===== src/rtl/data_stream_pkt_chk.sv =====
// Receive-side flit checker: regenerates the transmitter's sequence locally, compares every
// accepted beat and reports beat count, saturating error count and a sticky fail flag.

module random_seq_gen #(
    parameter int OUTPUT_WIDTH = 256,
    parameter int WORD_WIDTH   = 8,
    parameter int LINEAR_COUNT = 0,
    parameter int COUNT_DOWN   = 0
) (
    input  logic                    i_clk,
    input  logic                    i_reset_n,
    input  logic                    i_start,
    input  logic                    i_enable,
    output logic [OUTPUT_WIDTH-1:0] o_dout
);
    localparam int unsigned NUM_WORDS = OUTPUT_WIDTH / WORD_WIDTH;
    localparam logic [WORD_WIDTH-1:0] LFSR_TAPS = WORD_WIDTH'(8'hB8);

    logic [OUTPUT_WIDTH-1:0] dout_q, dout_d, seed;
    logic [WORD_WIDTH-1:0]   word;

    always_comb begin
        seed   = '0;
        dout_d = dout_q;
        word   = '0;
        for (int unsigned i = 0; i < NUM_WORDS; i++)
            seed[i*WORD_WIDTH +: WORD_WIDTH] = (LINEAR_COUNT != 0) ? WORD_WIDTH'(i)
                                                                   : WORD_WIDTH'(i % 255 + 1);
        // Sequence is parked at its seed while start is low, so every start begins identically.
        if (!i_start) begin
            dout_d = seed;
        end else if (i_enable) begin
            for (int unsigned i = 0; i < NUM_WORDS; i++) begin
                word = dout_q[i*WORD_WIDTH +: WORD_WIDTH];
                if (LINEAR_COUNT != 0)
                    word = (COUNT_DOWN != 0) ? word - WORD_WIDTH'(1) : word + WORD_WIDTH'(1);
                else
                    word = {word[WORD_WIDTH-2:0], ^(word & LFSR_TAPS)};
                dout_d[i*WORD_WIDTH +: WORD_WIDTH] = word;
            end
        end
    end

    always_ff @(posedge i_clk) begin
        if (!i_reset_n) dout_q <= seed;
        else            dout_q <= dout_d;
    end

    assign o_dout = dout_q;
endmodule


===== config.mk =====
export PLATFORM = sky130hd
export DESIGN_NAME = random_seq_gen
export DESIGN_NICKNAME = d
export VERILOG_FILES = /design/src/rtl/data_stream_pkt_chk.sv
export SDC_FILE = /design/constraint.sdc
export NUM_CORES = 1
export LEC_CHECK = 0
export CAP_MARGIN = 25
export CORE_ASPECT_RATIO = 0.8
export CORE_MARGIN = 2
export CORE_UTILIZATION = 40
export CTS_CLUSTER_DIAMETER = 50
export DETAILED_ROUTE_END_ITERATION = 8
export PLACE_DENSITY = 0.68
export SLEW_MARGIN = 10
export SYNTH_ARGS = -nofsm -noshare
export SYNTH_HDL_FRONTEND = slang
export SYNTH_SLANG_ARGS = --single-unit

===== constraint.sdc =====
create_clock -name i_clk -period 1.3 [get_ports i_clk]
set_input_delay 0.26 -clock i_clk [delete_from_list [all_inputs] [get_ports i_clk]]
set_output_delay 0.26 -clock i_clk [all_outputs]
set_load 0.1 [all_outputs]

=== Yosys cells after proc, flatten, opt, wreduce, memory -nomap -nowiden ===
Index checks and enable logic that the tools add are counted.

* Register bits: 256
* Input bits: 4
* Output and inout port bits: 256
* Logic and storage cells: 34

* Reduce and logical (&&, ||, !) cells: 33

{| class="wikitable"
|+ Operators with widths
! cell !! number
|-
| parity 8 bit || 32
|-
| AND reduction 2 bit || 1
|}

=== Logic depth before layout (Yosys ltp) ===
Gate-level depths: netlist (run 1).

* Depth in word-level cells: 1
* Gate-level depth with buffers: 5
* Mapped depth without buffers: 3

=== Worst setup path before layout (run 1) ===
OpenSTA, ideal clock, no wires.

* Path kind: register to register
* From: register dout_q[5], in the netlist o_dout[5]
* To: register dout_q[0], in the netlist o_dout[0]
* Setup time: 0.127 ns
* Data arrival time: 1.405 ns
* Required time: 1.173 ns
* Slack: -0.232 ns
* Cell stages (with the launch flop): 4
* Path through: dfxtp_1 -> xnor2_1 -> xnor2_1 -> a21oi_1

* Word-level cells in the longest chain between the ends: 1

{| class="wikitable"
|+ Ends and longest elaborated chain
! item !! line !! source
|-
| start: declaration || 19 || <nowiki>logic [OUTPUT_WIDTH-1:0] dout_q, dout_d, seed;</nowiki>
|-
| start signal: assignment || 46 || <nowiki>else dout_q <= dout_d;</nowiki>
|-
| parity 8 bit || 38 || <nowiki>word = {word[WORD_WIDTH-2:0], ^(word & LFSR_TAPS)};</nowiki>
|}

No other way between the ends.
A chain may end at the register's enable or synchronous reset.

=== Worst setup path in the final report (run 1) ===
* From: register dout_q[142], in the netlist o_dout[142]
* To: output o_dout[142]

{| class="wikitable"
|+ RTL lines
! item !! line !! source
|-
| end: declaration || 14 || <nowiki>output logic [OUTPUT_WIDTH-1:0] o_dout</nowiki>
|}

No word-level cell between the ends.

==> results of run 1 <==
==> worst max-delay path by stage <==
stage             endpoint  slack [ns]
6_report       o_dout[142]       -0.05
5_1_grt        o_dout[142]       -0.08
4_1_cts        o_dout[237]       -0.07
3_5_place_dp    o_dout[40]       -0.32
3_3_place_gp   o_dout[104]       -0.26
2_1_floorplan  o_dout[104]        0.01
==> metrics by stage <==
step	instances	util, %
floorplan	927	-
CTS	1777	78.87
global placement	1493	64.89
finish	1797	79.58
global route	1797	79.58
detailed placement	1493	64.89
==> what timing repair did <==
item / 4_1_cts / 5_1_grt
endpoints found under the setup margin: 256 / 256
gates resized for setup: 315 / 9
buffers inserted: 233 / 20
==> final cells by class <==
cell class	count	area (sq um)	area share, %
Clock buffer	41	850.8	4.421
Clock inverter	10	152.6	0.7931
Timing Repair Buffer	561	7640	39.70
Tap cell	318	397.9	2.067
Sequential cell	256	5936	30.84
Multi-Input combinational cell	611	4269	22.18
==> power groups by stage <==
stage	clock, mW	combinational, mW	sequential (mW)
floorplan	0	0.856	9.82
global placement	0	3.35	8.54
detailed placement	0	3.38	8.55
CTS	8.59	3.74	8.01
global route	8.97	3.94	8.02
finish	8.47	3.80	8.00
==> cell usage after synthesis <==
master and instances:
xnor2_1 96, dfxtp_1 256, buf_6 15, and3_1 1, a21oi_1 32, buf_1 4
nor2_1 159, o21ai_1 2, buf_4 12, nor3_1 16, buf_2 7, nand2_1 66
o21ai_0 14, and2_1 1, mux2i_1 224, clkbuf_1 22
==> layer usage <==
layer	up-vias	track usage [%]	part of all wire (%)
li1	4150	-	-
met5	-	0	0
met2	265	41.68	50
met4	0	4.536	1.6
met3	36	6.905	7.6
met1	4209	30.05	41
==> cell families (layout without fill, tap and decap cells) <==
kind of cell / Yosys count / in the layout / share of synthesized area (%)
and+or+nand+nor: 243 / 243 / 9.585
AOI/OAI and AO/OA: 48 / 48 / 2.457
muxes: 224 / 224 / 22.93
DFF: 256 / 256 / 52.42
xor gates and xnor gates: 96 / 96 / 8.600
buffers and inverters: 60 / 612 / 4.006
==> summary.txt, run 1 <==
Critical path
  • Crit path launch: o_dout[142]
  • Critical path buffer and inverter count: 1
  • Crit. path cell count: 1
  • Largest stage delay, worst path: 0.39 ns
  • CP Capture Type: output port
  • WP data required: 1.04 ns
  • Setup CP Type: register to output port
  • Top delay family on crit path: flip-flops
  • Worst path slowest cell: dfxtp_4
  • Flop2flop setup slack: 0.11 ns
  • RR Startpoint: o_dout[175]
  • CP Max Fanout: 3
  • Crit Reg-Reg Endpoint: o_dout[168]
  • Critical Path, Cell by Cell: buf_12
  • Startpoint Class: register
  • Reg2Reg Depth: 5
  • CP Data Arrival Time: 1.09 ns

Placement
  • Placed Area: 15690 sq um
  • Dpl ws: -0.3163 ns
  • GPL Wtd Cong: 0.7748
  • Port buffer count: 259
  • Hpwl dp: 18240 microns

Floorplanning
  • Die X-Extent: 178.8 microns
  • FP Rows: 51
  • Die Ht: 143.8 microns
  • Die Area: 25720 sq um
  • Ports: 260
  • Core box area: 24180 sq um
  • Effective utilization at floorplan: 40.43%

STA
  • Relative slew slack: 77.67%
  • Final Hold Vio Count: 0
  • Tightest Pin Transition: 0.3349 ns
  • RSZ-0062 raised after global routing: true
  • Fin crit share: 104.1%
  • Max-slew violation count: 0
  • Setup ws final: -0.05284 ns
  • Fmax: 739.2 MHz
  • Fin crit period: 1.353 ns
  • Final setup TNS: -3.883 ns
  • Hold slack final: 0.1853 ns
  • Worst Skew: 0.008724 ns
  • Final setup viols: 256

Layout
  • Fillers: 1330
  • Ant diodes: 0
  • Commonest non-fill, non-tap cells in the layout: buf_4 (285), buf_12 (273), mux2i_1 (224)
  • Share of cells above drive strength 1: 58.42%
  • Most common cell after layout, fill and taps aside: buf_4
  • Final Cell Area: 19250 sq um
  • Layout net count: 1462
  • Number of flip-flops in the largest register: 256
  • Layout area overhead: 96.85%

CTS
  • Cts hold-fix bufs: 0
  • Clk buf depth: 3
  • Worst-path clk slew: 0.07 ns
  • CTS Buf Count: 28
  • H-tree Lvls: 1
  • Clock root cell: clkbuf_16
  • CTS tree: done
  • Total clock sinks: 256
  • Clock latency at the later pin of the worst-skew pair: 0.53 ns

Synth
  • Synthesized area: 9777 sq um
  • Top cells by area, synth: dfxtp_1 (52%), mux2i_1 (23%), xnor2_1 (8.6%)
  • Synth area leader: dfxtp_1
  • Post-synthesis cell type count: 16
  • Syn_nets: 931
  • Synth Warn #: 0
  • Sequential-to-total area share from yosys stat: 52.42%
  • Synth Instances: 927
  • Avg Cell Area, Syn: 10.55 sq um
  • Synth Register Bits: 256
  • Top-area cell type share of the netlist area: 52.42%

Routing
  • Wire length per cell: 17.65 microns
  • DRT iter0 DRCs: 367
  • Vias post-DR: 8660
  • DRT Wirelength: 31710 microns
  • Via density: 4.819
  • DRC: 0
  • Pre-antenna DRT Iters: 4
  • Antenna-violating nets left: 0

Power and ir drop
  • Pwr Density: 1053 nW/um^2
  • Clock power share: 41.8%
  • Net Sw Power: 5.692 mW
  • Cell Int Power: 14.58 mW
  • Tot Pwr: 20.27 mW
  • Sw Share: 28.08%
  • Sequential Power Share: 39.5%
  • IR drop worst, VDD: 0.8302 mV
  • Comb power frac: 18.7%
  • P_leak: 8.349 nW

Min path
  • Worst Hold Depth: 3
  • Hold Startpoint: i_enable
  • Min-Delay Endpoint: o_dout[164]
  • Hold Path Class: primary input to register

GRT
  • First-pass GRT wire length: 49110 microns
  • Total track usage: 24.11%
  • Initial antenna violation count: 0
  • Largest net degree at the start of global routing: 40
  • Congestion Overflow GR: 0
  • Number of global-route vias before repair: 9071

Job
  • Total of max-cap violations: 0

Outcome
  • Status: finished, violations left
  • Failing checks: negative setup slack
Note: power is estimated with default switching activity, not from simulation.
==> inputs of run 2 (changes only) <==
--- a/config.mk
+++ b/config.mk
@@ -9,7 +9,8 @@
 export CORE_ASPECT_RATIO = 0.8
 export CORE_MARGIN = 2
 export CORE_UTILIZATION = 40
-export CTS_CLUSTER_DIAMETER = 50
+export CTS_BUF_LIST = sky130_fd_sc_hd__clkbuf_16
+export CTS_CLUSTER_DIAMETER = 150
 export DETAILED_ROUTE_END_ITERATION = 8
 export PLACE_DENSITY = 0.68
 export SLEW_MARGIN = 10
==> summary.txt, run 2 (same netlist as run 1, synthesis figures left out) <==
CTS
  • Clock latency at the later pin of the worst-skew pair: 0.52 ns (about the same)
  • Clk buf depth: 3 (unchanged)
  • Worst-path clk slew: 0.06 ns (about the same)
  • CTS tree: done
  • CTS Buf Count: 27 (-3.6%)
  • Cts hold-fix bufs: 0 (unchanged)
  • H-tree Lvls: 1 (unchanged)
  • Total clock sinks: 256 (unchanged)
  • Clock root cell: clkbuf_16

Power and ir drop
  • Cell Int Power: 13.83 mW (-5.2%)
  • Sequential Power Share: 41.1% (+1.6 points)
  • P_leak: 8.306 nW (-0.52%)
  • Net Sw Power: 5.653 mW (-0.68%)
  • IR drop worst, VDD: 0.8216 mV (-1.0%)
  • Pwr Density: 1019 nW/um^2 (-3.3%)
  • Comb power frac: 19.5% (+0.8 points)
  • Sw Share: 29.02% (+0.94 points)
  • Tot Pwr: 19.48 mW (-3.9%)
  • Clock power share: 39.4% (-2.4 points)

Job
  • Total of max-cap violations: 0 (unchanged)

Min path
  • Hold Path Class: primary input to register

Placement
  • Dpl ws: -0.3163 ns (unchanged)
  • GPL Wtd Cong: 0.7748 (unchanged)
  • Hpwl dp: 18240 microns (unchanged)
  • Port buffer count: 259 (unchanged)

Routing
  • Pre-antenna DRT Iters: 4 (unchanged)
  • Vias post-DR: 8603 (-0.66%)
  • DRC: 0 (unchanged)
  • Via density: 4.790 (-0.60%)
  • DRT Wirelength: 31820 microns (+0.34%)
  • Wire length per cell: 17.72 microns (+0.39%)
  • DRT iter0 DRCs: 399 (+8.7%)
  • Antenna-violating nets left: 0 (unchanged)

STA
  • Final setup TNS: -2.955 ns (+0.9285 ns)
  • Setup ws final: -0.04847 ns (+0.004370 ns)
  • Fin crit period: 1.348 ns (-0.004369 ns)
  • Relative slew slack: 77.68% (about the same)
  • Max-slew violation count: 0 (unchanged)
  • Final Hold Vio Count: 0 (unchanged)
  • Fin crit share: 103.7% (-0.34 points)
  • RSZ-0062 raised after global routing: true
  • Worst Skew: 0.008102 ns (-0.0006219 ns)
  • Fmax: 741.6 MHz (+0.32%)
  • Final setup viols: 237 (-7.4%)
  • Tightest Pin Transition: 0.3348 ns (-0.0001681 ns)

Critical path
  • Critical path buffer and inverter count: 1 (unchanged)
  • Critical Path, Cell by Cell: buf_12
  • CP Max Fanout: 4 (+1)
  • Startpoint Class: register
  • Setup CP Type: register to output port
  • Largest stage delay, worst path: 0.39 ns (about the same)
  • CP Capture Type: output port
  • WP data required: 1.04 ns (about the same)
  • CP Data Arrival Time: 1.09 ns (about the same)
  • Top delay family on crit path: flip-flops
  • Worst path slowest cell: dfxtp_4

GRT
  • First-pass GRT wire length: 49820 microns (+1.5%)
  • Number of global-route vias before repair: 9134 (+0.69%)
  • Total track usage: 24.45% (+0.34 points)
  • Largest net degree at the start of global routing: 40 (unchanged)
  • Congestion Overflow GR: 0 (unchanged)
  • Initial antenna violation count: 0 (unchanged)

Floorplanning
  • Die Area: 25720 sq um (unchanged)
  • Effective utilization at floorplan: 40.43% (unchanged)
  • FP Rows: 51 (unchanged)
  • Core box area: 24180 sq um (unchanged)
  • Die Ht: 143.8 microns (unchanged)
  • Die X-Extent: 178.8 microns (unchanged)
  • Ports: 260 (unchanged)

Layout
  • Layout area overhead: 95.56%
  • Fillers: 1329 (-0.075%)
  • Most common cell after layout, fill and taps aside: buf_4
  • Number of flip-flops in the largest register: 256 (unchanged)
  • Layout net count: 1462 (unchanged)
  • Ant diodes: 0 (unchanged)
  • Commonest non-fill, non-tap cells in the layout: buf_4 (286), buf_12 (273), mux2i_1 (224)
  • Share of cells above drive strength 1: 57.92% (-0.50 points)

Outcome
  • Failing checks: negative setup slack
  • Status: finished, violations left
==> run 2: cell count changes in the layout (fill, tap and decap cells not counted) <==
cell       previous run  this run
dfxtp_2              60        62
buf_4               285       286
inv_1                 0         5
dfxtp_4             196       194
clkbuf_8              8         0
clkinv_2              5         6
clkbuf_1              4         0
clkinv_1              0         6
clkbuf_16            29        27
==> run 2: cell type report <==
class                           count  area (sq um)  area share (%)
Timing Repair Buffer              562          7647           40.00
Multi-Input combinational cell    611          4269           22.33
Tap cell                          318         397.9           2.081
Sequential cell                   256          5931           31.02
Clock inverter                     22         198.9           1.041
Clock buffer                       27         675.6           3.534
==> run 2: path summary, 6_finish.rpt <==
| check | from | cells after the start | endpoint | slack [ns] |
|---|---|---|---|---|
| setup / recovery | o_dout[244] | 1 | o_dout[244] | -0.05 |
| hold / removal | i_enable | 3 | o_dout[164] | 0.20 |
| setup reg to reg | o_dout[175] | 5 | o_dout[168] | 0.07 |
| hold reg to reg | o_dout[225] | 2 | o_dout[226] | 0.52 |
==> run 2: through the flow <==
stage	hold WS [ns]	utilization, %	std cells	cell area, sq um
2_1_floorplan	0.6472	-	927	9937
3_3_place_gp	0.5254	64.89	1493	15690
3_5_place_dp	0.5286	64.89	1493	15690
4_1_cts	0.1688	78.34	1776	18950
5_1_grt	0.1795	79.06	1796	19120
6_report	0.1970	79.06	1796	19120
==> run 2: timing repair <==
item / in CTS / in global routing
resized for setup: 313 / 9
setup buffers: 234 / 20
setup endpoints to repair: 256 / 256
==> run 2: power groups by stage <==
stage / logic, mW / clock network (mW) / registers (mW)
floorplan: 0.856 / 0 / 9.82
global placement: 3.35 / 0 / 8.54
detailed placement: 3.38 / 0 / 8.55
CTS: 3.75 / 7.76 / 8.01
global route: 3.95 / 8.16 / 8.02
finish: 3.81 / 7.67 / 8.00
==> run 2: layer usage <==
metal / part of all wire (%) / up-vias / GRT usage [%] / wire [microns]
li1: - / 4145 / - / -
met1: 40 / 4173 / 29.86 / 12750
met2: 50 / 240 / 42.71 / 15930
met3: 8.0 / 45 / 7.169 / 2549
met4: 1.9 / 0 / 5.006 / 591
met5: 0 / - / 0 / 0
==> inputs of run 3 (changes only) <==
--- a/config.mk
+++ b/config.mk
@@ -12,7 +12,7 @@
 export CTS_BUF_LIST = sky130_fd_sc_hd__clkbuf_16
 export CTS_CLUSTER_DIAMETER = 150
 export DETAILED_ROUTE_END_ITERATION = 8
-export PLACE_DENSITY = 0.68
+export PLACE_DENSITY = 0.69
 export SLEW_MARGIN = 10
 export SYNTH_ARGS = -nofsm -noshare
 export SYNTH_HDL_FRONTEND = slang
==> summary.txt, run 3 (same netlist as run 1, synthesis figures left out) <==
CTS
  • Clk buf depth: 3 (unchanged)
  • Clock latency at the later pin of the worst-skew pair: 0.52 ns (about the same)
  • CTS tree: done
  • Worst-path clk slew: 0.06 ns (about the same)
  • H-tree Lvls: 1 (unchanged)
  • Clock root cell: clkbuf_16
  • Total clock sinks: 256 (unchanged)
  • Cts hold-fix bufs: 0 (unchanged)
  • CTS Buf Count: 26 (-3.7%)

Critical path
  • CP Data Arrival Time: 1.08 ns (about the same)
  • Reg2Reg Depth: 5 (unchanged)
  • Worst path slowest cell: dfxtp_4
  • CP Capture Type: output port
  • RR Startpoint: o_dout[231]
  • Largest stage delay, worst path: 0.39 ns (about the same)
  • Setup CP Type: register to output port
  • CP Max Fanout: 4 (unchanged)
  • Critical path buffer and inverter count: 1 (unchanged)
  • Flop2flop setup slack: 0.13 ns (+0.06 ns)
  • Crit Reg-Reg Endpoint: o_dout[224]
  • WP data required: 1.04 ns (about the same)
  • Critical Path, Cell by Cell: buf_12
  • Startpoint Class: register
  • Top delay family on crit path: flip-flops

Placement
  • Hpwl dp: 18480 microns (+1.3%)
  • # placed instances: 1499 (+0.40%)
  • Dpl ws: -0.3542 ns (-0.03788 ns)
  • GPL Wtd Cong: 0.7400 (-4.5%)
  • Port buffer count: 259 (unchanged)

Routing
  • DRT Wirelength: 31560 microns (-0.80%)
  • Antenna-violating nets left: 0 (unchanged)
  • DRT iter0 DRCs: 358 (-10%)
  • Pre-antenna DRT Iters: 5 (+1)
  • Vias post-DR: 8635 (+0.37%)
  • Wire length per cell: 17.49 microns (-1.3%)
  • Via density: 4.784 (-0.13%)
  • DRC: 0 (unchanged)

Layout
  • Cell Count, Final, Fillers Out: 1805 (+0.50%)
  • Commonest non-fill, non-tap cells in the layout: buf_4 (299), buf_12 (271), mux2i_1 (224)
  • Number of flip-flops in the largest register: 256 (unchanged)
  • Ant diodes: 0 (unchanged)
  • Most common cell after layout, fill and taps aside: buf_4
  • Layout net count: 1472 (+0.68%)
  • Layout area overhead: 95.06%
  • Final core utilization: 78.86% (-0.20 points)
  • Share of cells above drive strength 1: 58.04% (+0.12 points)

Floorplanning
  • Die X-Extent: 178.8 microns (unchanged)
  • Core box area: 24180 sq um (unchanged)
  • Die Area: 25720 sq um (unchanged)
  • Effective utilization at floorplan: 40.43% (unchanged)
  • Die Ht: 143.8 microns (unchanged)
  • FP Rows: 51 (unchanged)
  • Ports: 260 (unchanged)

GRT
  • Initial antenna violation count: 0 (unchanged)
  • Number of global-route vias before repair: 9173 (+0.43%)
  • Total track usage: 24.31% (-0.14 points)
  • Congestion Overflow GR: 0 (unchanged)
  • First-pass GRT wire length: 49540 microns (-0.58%)
  • Largest net degree at the start of global routing: 51 (+28%)

STA
  • Final setup viols: 224 (-5.5%)
  • Setup ws final: -0.04201 ns (+0.006463 ns)
  • Fmax: 745.2 MHz (+0.48%)
  • RSZ-0062 raised after global routing: true
  • Max-slew violation count: 0 (unchanged)
  • Tightest Pin Transition: 0.3036 ns (-0.03120 ns)
  • Hold slack final: 0.1762 ns (-0.02082 ns)
  • Fin crit period: 1.342 ns (-0.006463 ns)
  • Fin crit share: 103.2% (-0.50 points)
  • Relative slew slack: 79.76% (+2.1 points)
  • Worst Skew: 0.01005 ns (+0.001943 ns)
  • Final Hold Vio Count: 0 (unchanged)

Min path
  • Hold Startpoint: i_enable
  • Hold Path Class: primary input to register
  • Min-Delay Endpoint: o_dout[241]
  • Worst Hold Depth: 3 (unchanged)

Outcome
  • Status: finished, violations left
  • Failing checks: negative setup slack

Power and ir drop
  • Pwr Density: 973.7 nW/um^2 (-4.4%)
  • IR drop worst, VDD: 0.7967 mV (-3.0%)
  • P_leak: 8.319 nW (+0.15%)

Job
  • Total of max-cap violations: 0 (unchanged)
[run 3: layout make-up]
class / count / area (sq um)
flip-flops and latches: 256 / 5936
repair buffers: 573 / 7705
multi-input cells: 611 / 4269
fillers: 1308 / 5114
clock inverters: 20 / 87.58
well taps: 318 / 397.9
clock buffers: 27 / 675.6
[run 3: repair_timing]
item | 4_1_cts | 5_1_grt
setup buffers | 242 | 17
setup endpoints to repair | 256 | 256
gates resized for setup | 314 | 10
[run 3: worst max-delay path by stage]
stage	cells past startpoint	end	start	slack (ns)
floorplan	2	o_dout[104]	o_dout[104]	0.01
global placement	5	o_dout[180]	i_start	-0.29
detailed placement	5	o_dout[40]	i_start	-0.35
CTS	1	o_dout[21]	o_dout[21]	-0.06
global route	1	o_dout[21]	o_dout[21]	-0.08
finish	1	o_dout[21]	o_dout[21]	-0.04
[run 3: report_power, final]
group | switching [mW] | internal (mW)
Clock | 3.03 | 3.74
Sequential | 0.239 | 7.76
Combinational | 2.28 | 1.52
Total | 5.55 | 13.0
[run 3: worst reg2reg max path, stage by stage (launching register included)]
cell	delay, ns
dfxtp_4	0.35
buf_4	0.13
buf_4	0.14
xnor2_1	0.20
xnor2_1	0.15
a21oi_1	0.09
[run 3: routing by layer]
layer	vias up	wire length, microns	GRT usage [%]
li1	4169	-	-
met4	0	733	5.819
met1	4155	12790	29.28
met3	56	2606	7.831
met5	-	0	0
met2	255	15430	42.02
[run 3: per-stage QoR]
| stage | total power, mW | instance area (sq um) | setup TNS [ns] |
|---|---|---|---|
| global placement | 11.90 | 15710 | -41.35 |
| finish | 18.57 | 19070 | -2.172 |
| CTS | 18.67 | 18920 | -8.773 |
| floorplan | 10.68 | 9937 | 0 |
| detailed placement | 11.94 | 15710 | -45.05 |
| global route | 19.26 | 19070 | -10.85 |
